**config.mk**
```make
export PLATFORM = sky130hd
export DESIGN_NAME = gray_ptr_receiver
export DESIGN_NICKNAME = d
export VERILOG_FILES = /design/src/rtl/gray_ptr_receiver_pkg.sv /design/src/rtl/gray_ptr_receiver_gray2bin.sv /design/src/rtl/gray_ptr_receiver.sv
export SDC_FILE = /design/constraint.sdc
export NUM_CORES = 1
export LEC_CHECK = 0
export BUFFER_PORTS_ARGS = -buffer_cell sky130_fd_sc_hd__buf_2
export CAP_MARGIN = 10
export CORE_MARGIN = 10
export CORE_UTILIZATION = 51
export CTS_CLUSTER_SIZE = 25
export DETAILED_ROUTE_END_ITERATION = 10
export PLACE_DENSITY = 0.78
export SLEW_MARGIN = 20
export SYNTH_ARGS = -nofsm -noshare
export SYNTH_HDL_FRONTEND = slang
export SYNTH_SLANG_ARGS = --single-unit
```
**constraint.sdc**
```tcl
create_clock -name ACLK -period 2.4 [get_ports ACLK]
set_input_delay 0.24 -clock ACLK [delete_from_list [all_inputs] [get_ports ACLK]]
set_output_delay 0.24 -clock ACLK [all_outputs]
set_load 0.005 [all_outputs]
```
**src/rtl/gray_ptr_receiver_pkg.sv**
```systemverilog
// Shared constants for the async-FIFO convertor family plus a small Gray-step helper.
package gray_ptr_receiver_pkg;

   localparam int DEFAULT_N_BITS      = 4;
   localparam int DEFAULT_SYNC_STAGES = 2;

   // True when more than one bit is set; pointers wider than 32 bits are not supported.
   function automatic logic multiBitStep(input logic [31:0] diff);
      return (diff & (diff - 32'd1)) != 32'd0;
   endfunction

endpackage

```
**src/rtl/gray_ptr_receiver_gray2bin.sv**
```systemverilog
// Combinational Gray-to-binary converter, inverse partner of the binary-to-Gray encoder.
module gray_ptr_receiver_gray2bin #(
   parameter int n_bits = 4
) (
   input  logic [n_bits-1:0] gray_i,
   output logic [n_bits-1:0] bin_o
);

   // Each binary bit is the XOR of all Gray bits at or above its position.
   for (genvar i = 0; i < n_bits; i++) begin : g_bit
      assign bin_o[i] = ^(gray_i >> i);
   end

endmodule

```
**src/rtl/gray_ptr_receiver.sv**
```systemverilog
// Receives a Gray pointer from a foreign domain: synchronises, decodes, derives level and flags bad steps.
module gray_ptr_receiver
   import gray_ptr_receiver_pkg::*;
#(
   parameter int n_bits      = DEFAULT_N_BITS,
   parameter int sync_stages = DEFAULT_SYNC_STAGES
) (
   input  logic              ACLK,
   input  logic              ARESET,
   input  logic [n_bits-1:0] grayIn,
   input  logic [n_bits-1:0] localBin,
   input  logic              errClr,
   output logic [n_bits-1:0] binOut,
   output logic              binValid,
   output logic              binUpd,
   output logic [n_bits-1:0] level,
   output logic              grayErr
);

   localparam int FILL_MAX = sync_stages + 1;
   localparam int CNT_W    = $clog2(FILL_MAX + 1);

   logic [n_bits-1:0] sync_q [sync_stages];
   logic [n_bits-1:0] prevGray_q;
   logic [n_bits-1:0] binOut_q,   binOut_d;
   logic [n_bits-1:0] level_q,    level_d;
   logic [CNT_W-1:0]  fillCnt_q,  fillCnt_d;
   logic              binValid_q, binValid_d;
   logic              binUpd_q,   binUpd_d;
   logic              grayErr_q,  grayErr_d;
   logic [n_bits-1:0] syncGray;
   logic [n_bits-1:0] decoded;
   logic [n_bits-1:0] grayDiff;
   logic              stepIllegal;

   assign syncGray = sync_q[sync_stages-1];

   gray_ptr_receiver_gray2bin #(
      .n_bits (n_bits)
   ) u_gray2bin (
      .gray_i (syncGray),
      .bin_o  (decoded)
   );

   // The error check uses the current binValid so the first decoded value after reset is never judged.
   always_comb begin
      fillCnt_d = fillCnt_q;
      if (fillCnt_q != CNT_W'(FILL_MAX)) begin
         fillCnt_d = fillCnt_q + CNT_W'(1);
      end
      binValid_d  = (fillCnt_d == CNT_W'(FILL_MAX));
      binOut_d    = decoded;
      level_d     = localBin - decoded;
      binUpd_d    = binValid_d & (decoded != binOut_q);
      grayDiff    = syncGray ^ prevGray_q;
      stepIllegal = binValid_q & multiBitStep(32'(grayDiff));
      grayErr_d   = grayErr_q;
      if (errClr) begin
         grayErr_d = 1'b0;
      end
      if (stepIllegal) begin
         grayErr_d = 1'b1;
      end
   end

   always_ff @(posedge ACLK) begin
      if (ARESET) begin
         for (int k = 0; k < sync_stages; k++) begin
            sync_q[k] <= '0;
         end
         prevGray_q <= '0;
         binOut_q   <= '0;
         level_q    <= '0;
         fillCnt_q  <= '0;
         binValid_q <= 1'b0;
         binUpd_q   <= 1'b0;
         grayErr_q  <= 1'b0;
      end else begin
         sync_q[0] <= grayIn;
         for (int k = 1; k < sync_stages; k++) begin
            sync_q[k] <= sync_q[k-1];
         end
         prevGray_q <= syncGray;
         binOut_q   <= binOut_d;
         level_q    <= level_d;
         fillCnt_q  <= fillCnt_d;
         binValid_q <= binValid_d;
         binUpd_q   <= binUpd_d;
         grayErr_q  <= grayErr_d;
      end
   end

   assign binOut   = binOut_q;
   assign binValid = binValid_q;
   assign binUpd   = binUpd_q;
   assign level    = level_q;
   assign grayErr  = grayErr_q;

endmodule

```
== After elaboration in Yosys (flattened, before gate mapping) ==
Memories as Yosys holds them, arrays and structs flattened.
Cells that the tools add are included.

* Memories kept: 1
* Output and inout bits: 11
* Register bits after elaboration: 17
* Logic and storage cells: 34
* Bits in writable memories: 8

{| class="wikitable"
|+ Memory list
! name !! words !! bits a word !! read ports !! clocked after Yosys merged registers in !! wr ports !! RTL line !! RTL
|-
| sync_q || 2 || 4 || 2 || 0 || 2 || gray_ptr_receiver.sv:23 || <nowiki>logic [n_bits-1:0] sync_q [sync_stages];</nowiki>
|}

* Add/subtract/negate cells: 3
* Multiplexer cells: 8
* Equal/unequal tests: 3
* Bitwise logic cells: 6
* Reductions and logical operators: 6

{| class="wikitable"
|+ Operators by type and width
! operator !! count
|-
| $and A4 B32 Y32 || 1
|-
| $reduce_bool A32 Y1 || 1
|-
| $reduce_xor A4 Y1 || 4
|-
| $mux W4 || 2
|-
| $mux W1 || 5
|-
| $sub A4 B1 Y5 const B || 1
|-
| $ne A4 B4 Y1 || 1
|-
| $sub A4 B4 Y4 || 1
|-
| $xor A4 B4 Y4 || 1
|-
| $add A2 B1 Y2 const B || 1
|-
| $and A1 B1 Y1 || 2
|-
| $eq A2 B2 Y1 const B || 1
|-
| $mux W2 || 1
|-
| $ne A2 B2 Y1 const B || 1
|-
| $or A1 B1 Y1 || 2
|-
| $reduce_bool A2 Y1 || 1
|}

== Longest topological paths before layout ==
* Depth after elaboration: 6
* Gate-level depth with buffers: 9
* Depth with buffers taken out: 8

== Cells and area by module ==
A second synthesis with hierarchy kept.

* Cells, all modules: 87
* Area, all modules: 939.7 sq um

{| class="wikitable"
|+ By module, submodules not included
! module !! cells each !! area each (sq um) !! times used
|-
| gray_ptr_receiver || 82 || 889.6 || 1
|-
| gray_ptr_receiver_gray2bin || 5 || 50.0 || 1
|}

== Least setup slack after synthesis ==
No wires, ideal clock.

* Kind: register to register
* From: memory sync_q[1][2] (netlist: sync_q[0][6])
* To: register level_q[2] (netlist: level[2])
* Arrival: 1.792 ns
* Period minus slack after synthesis: 1.919 ns
* Cell stages (with the launch flop): 10
* Path buffers: 1
* Setup slack: 0.481 ns
* Cell sequence: dfxtp_1 -> buf_6 -> xnor2_4 -> xor2_4 -> xnor2_1 -> ha_1 -> inv_1 -> fa_1 -> xnor2_1 -> nor2_1

{| class="wikitable"
|+ RTL lines
! element !! RTL line !! RTL
|-
| start: declaration || gray_ptr_receiver.sv:23 ||
|-
| end signal: assignment || gray_ptr_receiver.sv:85 || <nowiki>level_q <= level_d;</nowiki>
|-
| end: declaration || gray_ptr_receiver.sv:26 || <nowiki>logic [n_bits-1:0] level_q, level_d;</nowiki>
|}

==> metrics.cfg <==
[outcome]
status=complete, no violations

[grt]
grt_pass1_vias=646
grt_busiest_layer=met2
antenna_found_initial=0
grt_max_degree=24
grt_usage=0.0881
grt_util_met1=0.0817
grt_pass1_wl_um=2840
overflow=0
grtUsageMet2=0.155
gr-usage-met3=0.0583

[worst_setup_path]
reg2reg_slack_ns=0.22
critical_path_class=reg -> reg
crit_slowest_cell=dfxtp_1
cp_max_fo=8
required_ns=2.59
path_cells=xnor2_4, xor2_4, xnor2_1, ha_1, inv_1, fa_1, nor2b_1
worstPathArrival_ns=2.37
critPathLaunchType=flip-flop
ff2ff_path_depth=7
worst_path_largest_cell_delay_ns=0.59
worstSetupEndpointType=flip-flop

[yosys]
synth_cell_types=25
synth-main-ff-cell=dfxtp_1
synth.area.top_cells=dfxtp_1 (50%), nor2b_1 (9.8%), xnor2_1 (6.4%)
synth_area_um2=962
async_reset_ff_frac=0
netlist.area_leader.share=0.499
synth-edff-count=0
synth_cells=89
yosysTopAreaCell=dfxtp_1
yosysWarnings=0
synth-seq-cells=24
seq_area_frac_synth=0.499
syn_nets=104
synth_area_per_cell_um2=10.8

[floorplan]
rows=15
dieWidth_um=63.4
start_util=0.545
die_area_um2=4020
die_y_um=63.4
io_pins=22
core_area_um2=1760

[power_and_ir_drop]
power_density_nw_per_um2=665
p_leak_nw=0.474
ir_drop_mv=0.341

[placed_design]
place_area_um2=1060
dp.cells=130
place_hpwl_um=1330
gp_congestion=0.722
io_buffers=21
pre_cts_slack_ns=0.241

[detailed_routing]
dr.first_iter.drc_count=6
wl_per_cell_um=12.5
routed_wl_um=1670
drt_pass1_iterations=3
drcViolationCount=0
via_count=625
viasPerCell=4.70
ant_nets=0

[sta]
final_hold_viol_count=0
max_slew_margin=0.730
setup_slack_ns=0.222
hold_ws_ns=0.136
fmax_ghz=0.459
tightest_slew_ns=0.405
period_share=0.907
fin_tns_setup_ns=0
finalSetupViolations=0
finClkSkew_ns=0.00479
rsz0062_at_grt=false
min_period_ns=2.18
finalMaxSlewViolations=0

[clocking]
cts_tree=yes
numCtsBuffers=3
cts_resized=0
clk_path_buf_depth=2
postCtsSetupBuffers=0
cts.sinks=24
cts_root_buf=clkbuf_4
h-tree-depth=1
path_clk_slew_ns=0.12
cts_hold_buf=0
clock_latency_ns=0.30

[cells_and_area]
nNetsFinal=125
fin_cells=133
n_antenna_cell=0
drive_gt1_frac=0.250
fillers=162
area_growth_syn_to_layout_pct=12.6
fin_area_um2=1080

[flow_run]
drv_cap=0

[min_path]
worstHoldPathType=in -> reg
hold_depth=2

worst paths after layout:
check	from	end
max	sync_q[0][7]	level[1]
min reg2reg	fillCnt_q[0]	fillCnt_q[0]
max reg2reg	sync_q[0][7]	level[1]
min	grayIn[2]	sync_q[0][2]
critical path, delay by kind of cell (launching register included):
family / cells / cell delay (ns)
adder cells (fa/ha/maj): 2 / 0.64
flip-flops: 1 / 0.59
AND/OR/NAND/NOR: 1 / 0.14
XOR/XNOR: 3 / 0.63
buffers and inverters: 1 / 0.06
area by class of cell:
type,count,area (um^2),share of cell area
Timing Repair Buffer,21,105,0.0970
Sequential cell,24,480,0.443
Tap cell,25,31.3,0.0289
Clock buffer,3,22.5,0.0208
Inverter,5,18.8,0.0173
Multi-Input combinational cell,55,425,0.393
stage by stage:
step | util | total power, mW
finish | 0.614 | 0.720
global route | 0.614 | 0.765
CTS | 0.614 | 0.727
detailed placement | 0.601 | 0.565
global placement | 0.601 | 0.559
floorplan | - | 0.526
synthesized netlist by cell type, types with 2 or more instances:
cell       n
inv_1      5
dfxtp_1   24
a21oi_1    2
clkbuf_1   2
nor2b_1   15
o211ai_1   2
xnor2_1    7
xor2_1     3
o21ai_0    2
nor2_1     8
buf_6      2
ha_1       3
nand3_1    2
cell families after synthesis:
logic type,synth area share
adder cells (fa/ha/maj),0.0598
AND/OR/NAND/NOR,0.166
buffers and inverters,0.0585
XOR/XNOR,0.148
AO/OA/AOI/OAI,0.0676
flip-flops,0.499
power by group:
part | internal, mW | switching, mW | leakage [nW]
Sequential | 0.425 | 0.0156 | 0.198
Combinational | 0.0595 | 0.0536 | 0.262
Clock | 0.0585 | 0.108 | 0.0138
Total | 0.543 | 0.177 | 0.474
sequential cells by signal, indices dropped and copies added (netlist names):
| register | flops |
|---|---|
| fillCnt_q | 2 |
| level | 4 |
| binValid | 1 |
| binOut | 3 |
| grayErr | 1 |
| sync_q | 8 |
| binUpd | 1 |
| prevGray_q | 4 |
cell usage in the layout (no fill, tap or decap), drive strengths merged, types with 2 or more instances in the layout:
| master | netlist | final |
|---|---|---|
| nor2b | 15 | 15 |
| nand3 | 2 | 2 |
| clkbuf | 2 | 3 |
| xor2 | 4 | 4 |
| o21ai | 2 | 2 |
| o211ai | 2 | 2 |
| a21oi | 2 | 2 |
| xnor2 | 8 | 8 |
| inv | 5 | 5 |
| ha | 3 | 3 |
| buf | 3 | 21 |
| dfxtp | 24 | 24 |
| nor2 | 8 | 8 |
metal layers:
| metal | up-vias | share of wire | routed length, um |
|---|---|---|---|
| li1 | 322 | - | - |
| met1 | 285 | 0.40 | 664 |
| met2 | 16 | 0.50 | 831 |
| met3 | 2 | 0.095 | 159 |
| met4 | 0 | 0.0078 | 13 |
| met5 | - | 0 | 0 |
No activity file was read; power rests on OpenSTA's default activity.
